File: config.mk
export PLATFORM = sky130hd
export DESIGN_NAME = keypad_scanner
export DESIGN_NICKNAME = d
export VERILOG_FILES = /design/src/rtl/keypad_pkg.sv /design/src/rtl/keypad_scanner_sync2.sv /design/src/rtl/keypad_scanner.sv
export SDC_FILE = /design/constraint.sdc
export NUM_CORES = 1
export LEC_CHECK = 0
export CAP_MARGIN = 20
export CORE_MARGIN = 10
export CORE_UTILIZATION = 54
export DETAILED_ROUTE_END_ITERATION = 8
export PLACE_DENSITY = 0.73
export SLEW_MARGIN = 20
export SYNTH_ARGS = -nofsm -noshare
export SYNTH_HDL_FRONTEND = slang
export SYNTH_HIERARCHICAL = 1
export SYNTH_SLANG_ARGS = --single-unit
export TNS_END_PERCENT = 20
File: constraint.sdc
create_clock -name clk -period 2 [get_ports clk]
set_input_delay 0.3 -clock clk [delete_from_list [all_inputs] [get_ports clk]]
set_output_delay 0.3 -clock clk [all_outputs]
set_load 0.05 [all_outputs]
File: src/rtl/keypad_pkg.sv
// keypad_pkg
//   Shared types and constants for the 4x4 matrix keypad scanner.
//   - state_e        : scanner FSM states
//   - ROWS_IDLE      : synchronised row value when no key pulls a row low
//   - KEY_* fields   : layout of the 4-bit key code {row_idx, col_idx}
//   - lowest_low_row : priority pick of the lowest-index active-low row
//   - make_key_code  : packs a row/column pair into the key-code layout
package keypad_pkg;

  typedef enum logic [1:0] {
    SCAN     = 2'd0,
    DEBOUNCE = 2'd1,
    HELD     = 2'd2,
    RELEASE  = 2'd3
  } state_e;

  localparam logic [3:0] ROWS_IDLE = 4'hF;

  // Key code layout: row index in the upper pair, column index in the lower pair.
  localparam int KEY_IDX_W   = 2;
  localparam int KEY_COL_LSB = 0;
  localparam int KEY_ROW_LSB = KEY_COL_LSB + KEY_IDX_W;
  localparam int KEY_CODE_W  = 2 * KEY_IDX_W;

  // Lowest-index row that reads low. Scanning from the top down lets the
  // lowest index overwrite any higher one. Returns 0 for an idle pattern;
  // callers only use it once a low row has been seen.
  function automatic logic [KEY_IDX_W-1:0] lowest_low_row(input logic [3:0] rows_n);
    logic [KEY_IDX_W-1:0] idx;
    idx = '0;
    for (int i = 3; i >= 0; i--) begin
      if (!rows_n[i]) idx = KEY_IDX_W'(i);
    end
    return idx;
  endfunction

  function automatic logic [KEY_CODE_W-1:0] make_key_code(
    input logic [KEY_IDX_W-1:0] row_idx,
    input logic [KEY_IDX_W-1:0] col_idx
  );
    logic [KEY_CODE_W-1:0] code;
    code = '0;
    code[KEY_ROW_LSB +: KEY_IDX_W] = row_idx;
    code[KEY_COL_LSB +: KEY_IDX_W] = col_idx;
    return code;
  endfunction

endpackage

File: src/rtl/keypad_scanner_sync2.sv
// sync2
//   Two-flop synchroniser for the asynchronous keypad row lines. Both stages
//   reset to 1 so that an idle (pulled-up) keypad is seen during and just
//   after reset, never a phantom press.
//   Ports:
//     clk    in  system clock
//     rst_n  in  asynchronous active-low reset
//     d      in  WIDTH asynchronous inputs
//     q      out WIDTH synchronised outputs (2 cycles of latency)
module sync2 #(
  parameter int WIDTH = 4
) (
  input  logic             clk,
  input  logic             rst_n,
  input  logic [WIDTH-1:0] d,
  output logic [WIDTH-1:0] q
);

  logic [WIDTH-1:0] meta_q, meta_d;
  logic [WIDTH-1:0] sync_q, sync_d;

  always_comb begin
    meta_d = d;
    sync_d = meta_q;
  end

  // NOTE: sequential state is written with non-blocking assignments so every
  // flop samples its input from before the clock edge; blocking assignments
  // here would collapse the two stages into one.
  always_ff @(posedge clk or negedge rst_n) begin
    if (!rst_n) begin
      meta_q <= '1;
      sync_q <= '1;
    end else begin
      meta_q <= meta_d;
      sync_q <= sync_d;
    end
  end

  assign q = sync_q;

endmodule

File: src/rtl/keypad_scanner.sv
// keypad_scanner
//   Scans a 4x4 active-low matrix keypad one column at a time, debounces the
//   press and the release, and produces exactly one key_valid strobe per
//   physical press together with its 4-bit key code {row_idx, col_idx}.
//   Parameters:
//     SCAN_DIV      dwell cycles per column, at least 4 (rows need two sync
//                   cycles plus settling after a column change)
//     DEBOUNCE_CYC  stable cycles required to accept a press or a release,
//                   at least 2
//   Ports:
//     clk        in   system clock
//     rst_n      in   asynchronous active-low reset
//     row_n[3:0] in   keypad rows, active-low, asynchronous to clk
//     col_n[3:0] out  column drive, one-cold (registered)
//     key_code   out  code of the last accepted key, held until the next one
//     key_valid  out  one-cycle strobe, key_code valid in the same cycle
//     key_down   out  high from accept until the release is debounced
module keypad_scanner
  import keypad_pkg::*;
#(
  parameter int SCAN_DIV     = 1000,
  parameter int DEBOUNCE_CYC = 100000
) (
  input  logic       clk,
  input  logic       rst_n,
  input  logic [3:0] row_n,
  output logic [3:0] col_n,
  output logic [3:0] key_code,
  output logic       key_valid,
  output logic       key_down
);

  localparam int DIV_W = $clog2(SCAN_DIV);
  localparam int DB_W  = $clog2(DEBOUNCE_CYC);

  localparam logic [DIV_W-1:0] DIV_LAST = DIV_W'(SCAN_DIV - 1);
  localparam logic [DB_W-1:0]  DB_LAST  = DB_W'(DEBOUNCE_CYC - 1);

  // Synchronised rows; nothing downstream ever looks at raw row_n.
  logic [3:0] rs;

  sync2 #(
    .WIDTH (4)
  ) u_row_sync (
    .clk   (clk),
    .rst_n (rst_n),
    .d     (row_n),
    .q     (rs)
  );

  state_e                 state_q,     state_d;
  logic [KEY_IDX_W-1:0]   col_idx_q,   col_idx_d;
  logic [DIV_W-1:0]       div_cnt_q,   div_cnt_d;
  logic [DB_W-1:0]        db_cnt_q,    db_cnt_d;
  logic [KEY_IDX_W-1:0]   row_idx_q,   row_idx_d;
  logic [3:0]             pat_q,       pat_d;
  logic [3:0]             col_n_q,     col_n_d;
  logic [KEY_CODE_W-1:0]  key_code_q,  key_code_d;
  logic                   key_valid_q, key_valid_d;
  logic                   key_down_q,  key_down_d;

  // NOTE: every signal written here gets a default first, so no path can
  // leave one unassigned and infer a latch; each state only overrides what
  // it changes.
  always_comb begin
    state_d     = state_q;
    col_idx_d   = col_idx_q;
    div_cnt_d   = div_cnt_q;
    db_cnt_d    = db_cnt_q;
    row_idx_d   = row_idx_q;
    pat_d       = pat_q;
    key_code_d  = key_code_q;
    key_valid_d = 1'b0;
    key_down_d  = key_down_q;

    unique case (state_q)
      SCAN: begin
        // Rows are only looked at on the last dwell cycle, which gives the
        // newly driven column time to settle through the synchroniser.
        if (div_cnt_q != DIV_LAST) begin
          div_cnt_d = div_cnt_q + 1'b1;
        end else if (rs != ROWS_IDLE) begin
          row_idx_d = lowest_low_row(rs);
          pat_d     = rs;
          db_cnt_d  = '0;
          state_d   = DEBOUNCE;
        end else begin
          col_idx_d = col_idx_q + 1'b1;
          div_cnt_d = '0;
        end
      end

      DEBOUNCE: begin
        // The whole row pattern must stay put, not just the chosen row, so a
        // second key bouncing in the same column also restarts the count.
        if (rs != pat_q) begin
          db_cnt_d  = '0;
          div_cnt_d = '0;
          state_d   = SCAN;
        end else if (db_cnt_q == DB_LAST) begin
          key_code_d  = make_key_code(row_idx_q, col_idx_q);
          key_valid_d = 1'b1;
          key_down_d  = 1'b1;
          db_cnt_d    = '0;
          state_d     = HELD;
        end else begin
          db_cnt_d = db_cnt_q + 1'b1;
        end
      end

      HELD: begin
        // Column stays frozen; extra keys in this column are ignored.
        if (rs == ROWS_IDLE) begin
          db_cnt_d = '0;
          state_d  = RELEASE;
        end
      end

      RELEASE: begin
        // A release bounce goes back to HELD silently: the press was
        // already reported once.
        if (rs != ROWS_IDLE) begin
          db_cnt_d = '0;
          state_d  = HELD;
        end else if (db_cnt_q == DB_LAST) begin
          key_down_d = 1'b0;
          col_idx_d  = col_idx_q + 1'b1;
          div_cnt_d  = '0;
          db_cnt_d   = '0;
          state_d    = SCAN;
        end else begin
          db_cnt_d = db_cnt_q + 1'b1;
        end
      end

      default: begin
        state_d = SCAN;
      end
    endcase

    // Decoded from the next column index so col_n is a plain register and
    // changes in the same cycle as col_idx.
    col_n_d = ~(4'b0001 << col_idx_d);
  end

  always_ff @(posedge clk or negedge rst_n) begin
    if (!rst_n) begin
      state_q     <= SCAN;
      col_idx_q   <= '0;
      div_cnt_q   <= '0;
      db_cnt_q    <= '0;
      row_idx_q   <= '0;
      pat_q       <= ROWS_IDLE;
      col_n_q     <= 4'b1110;
      key_code_q  <= '0;
      key_valid_q <= 1'b0;
      key_down_q  <= 1'b0;
    end else begin
      state_q     <= state_d;
      col_idx_q   <= col_idx_d;
      div_cnt_q   <= div_cnt_d;
      db_cnt_q    <= db_cnt_d;
      row_idx_q   <= row_idx_d;
      pat_q       <= pat_d;
      col_n_q     <= col_n_d;
      key_code_q  <= key_code_d;
      key_valid_q <= key_valid_d;
      key_down_q  <= key_down_d;
    end
  end

  assign col_n     = col_n_q;
  assign key_code  = key_code_q;
  assign key_valid = key_valid_q;
  assign key_down  = key_down_q;

endmodule
==> flow_summary.yaml <==
cells_and_area:
  finalNonFillerCells: 419
  drive_above_1_share: 0.284
  area.growth.synth_to_final_pct: 26.9
  fill_cells: 376
  final_area_mm2: 0.00376
  final_util: 0.722
  antenna_cells: 0
  fin_nets: 361
worst_setup_path:
  critical_path_arrival_ps: 2270
  reg2regPathDepth: 5
  end_kind: "register"
  worstPathRequired_ps: 2240
  startpoint_type: "register"
  crit_type: "register to register"
  path_max_fanout: 6
power:
  p_switching_mw: 0.392
  ir_worst_vdd_mv: 0.544
  intPower_mw: 1.40
  p_comb_frac: 0.030
  swShare: 0.219
  power_mw: 1.79
  p_seq_frac: 0.635
  p_leak_nw: 1.62
  clkPwrFrac: 0.335
  p_per_area_mw_per_mm2: 476
clocking:
  cts.path.max_buffers: 2
  clkSinkCount: 55
  cts_root_buf: "clkbuf_8"
  clk_pin_slew_ps: 110
  cts_tree: "yes"
  htree_num_levels: 2
  clkLatencyLatePin_ps: 300
  cts_buffers: 5
yosys:
  synth.cell_area_mm2: 0.00296
  syn_inst: 296
  synth_top_area_cell: "dfrtp_1"
  yosysMostFrequentCell: "dfrtp_1"
  synth_area_leaders: "dfrtp_1 34%, dfstp_2 13%, nand2_1 4.4%"
  synthArstFlopShare: 1.00
  synth_warnings: 6
  synth_edf_count: 0
  synth_commonest_cells: "40 x dfrtp_1, 35 x nand2_1, 20 x nand3_1"
  synth_nets: 309
  synthDistinctLibCells: 56
  synth_top_cell_area_share: 0.338
  synthFlopType: "dfrtp_1"
  ys_ff_latch: 55
  seq_area_frac_synth: 0.471
  postSynthAreaPerCell_um2: 10.0
grt:
  overflow: 0
  grt_pass1_wl_mm: 12.4
  grt_pass1_vias: 2493
  grt-busiest-layer: "met2"
  met2_usage: 0.267
  grt_util_all_layers: 0.169
  grtUsageMet3: 0.0280
  met1_usage: 0.238
  grt_max_degree: 31
  antenna_found_initial: 0
floorplan:
  die_x_um: 94.0
  row_count: 26
  core_area_mm2: 0.00520
  fp.dieH_um: 94.0
  start_util: 0.569
  design.die.area_mm2: 0.00884
  ioPinCount: 16
timing:
  finalSetupTns_ps: -85.8
  hold_viol_final: 0
  max_freq_mhz: 493
  tightest_slew_ps: 632
  maxSlewViolCount: 0
  min_period_ps: 2030
  holdWs_ps: 358
  fin_crit_sh: 1.01
  slew_headroom: 0.575
  setup_viol: 4
  fin_skew_ps: 16.1
  rsz0062_at_grt: "true"
  setup_ws_ps: -29.7
min_path:
  hold_path.class: "input port to async pin"
place:
  placed_area_mm2: 0.00343
  place_congestion: 0.937
  dp_hpwl_mm: 5.23
  placed_cells: 404
  post-place-ws_ps: -35.0
  io_buffers: 15
status:
  violations: "negative setup slack"
  outcome: "complete, but fails checks"
route:
  via_per_inst: 6.21
  final_antenna_net_count: 0
  wire_per_inst_um: 17.6
  wl_mm: 7.36
  drt_iter0_markers: 254
  vias: 2602
  dr.pass1.iters: 4
  drc: 0
flow_run:
  maxCapViolCount: 0
cell type report:
cell class / count / area (µm²) / share of cell area
multi-input combinational: 218 / 1650 / 0.438
sequential: 55 / 1400 / 0.371
timing repair buffer: 56 / 498 / 0.133
tap: 70 / 87.6 / 0.0233
clock buffer: 6 / 72.6 / 0.0193
inverter: 12 / 45.0 / 0.0120
clock inverter: 2 / 11.3 / 0.00300
flip-flops by register name, indices dropped and copies added (netlist names):
signal             flops
u_row_sync/meta_q      4
key_down               1
u_row_sync/q           4
col_n                  4
key_code               4
db_cnt_q              17
key_valid              1
row_idx_q              2
col_idx_q              2
div_cnt_q             10
pat_q                  4
state_q                2
kinds of logic after synthesis:
group                      share of synthesized area
muxes                                         0.0440
adders and majority gates                     0.0296
buffers and inverters                         0.0330
DFF                                            0.471
and+or+nand+nor                                0.235
xor gates and xnor gates                      0.0148
AOI/OAI and AO/OA                              0.172
path summary, 6_finish.rpt:
kind / startpoint / slack [ps] / end
min in group clk: u_row_sync/meta_q[0] / 360 / u_row_sync/q[0]
hold reg to reg: u_row_sync/meta_q[0] / 360 / u_row_sync/q[0]
hold / removal: rst_n / 360 / key_valid
setup / recovery: u_row_sync/q[3] / -30 / col_n[2]
setup reg to reg: u_row_sync/q[3] / -30 / col_n[2]
max in group asynchronous: rst_n / 1070 / col_n[3]
critical path, stage by stage, from the launching register on:
cell,delay [ps]
dfstp_2,590
nand4_1,250
nor4_1,650
a221oi_1,220
nand3_2,160
nand2b_1,110
power by group through the flow:
stage	Combinational [mW]	Clock, mW	Sequential (mW)
finish	0.0540	0.599	1.13
global route	0.0611	0.654	1.14
CTS	0.0523	0.617	1.13
detailed placement	0.0504	0	1.15
global placement	0.0495	0	1.15
floorplan	0.00894	0	1.15
per-layer routing:
metal | share of wire | wire length, µm
met1 | 0.47 | 3430
met5 | 0 | 0
met3 | 0.056 | 416
met2 | 0.47 | 3450
met4 | 0.0092 | 68
cells in the final DEF (no fill, tap or decap), types with 7 or more instances in the layout:
| cell | netlist | layout |
|---|---|---|
| a21o_1 | 7 | 7 |
| clkdlybuf4s50_1 | 0 | 13 |
| nand4_1 | 14 | 14 |
| a31oi_1 | 11 | 11 |
| nand3_1 | 20 | 16 |
| nor3_1 | 9 | 9 |
| mux2_2 | 7 | 7 |
| buf_4 | 0 | 36 |
| inv_1 | 12 | 12 |
| dfrtp_1 | 40 | 40 |
| nand2_1 | 35 | 34 |
| dfstp_2 | 15 | 15 |
repair_timing:
item / 4_1_cts / 5_1_grt
endpoints found under the setup margin: 8 / 37
hold buffers: 1 / 0
gates resized for setup: 2 / 31
pin swaps: 0 / 10
buffers inserted: 0 / 5
endpoints found under the hold margin: 6 / 0
gates cloned: 0 / 1
No activity file was read; power rests on OpenSTA's default activity.
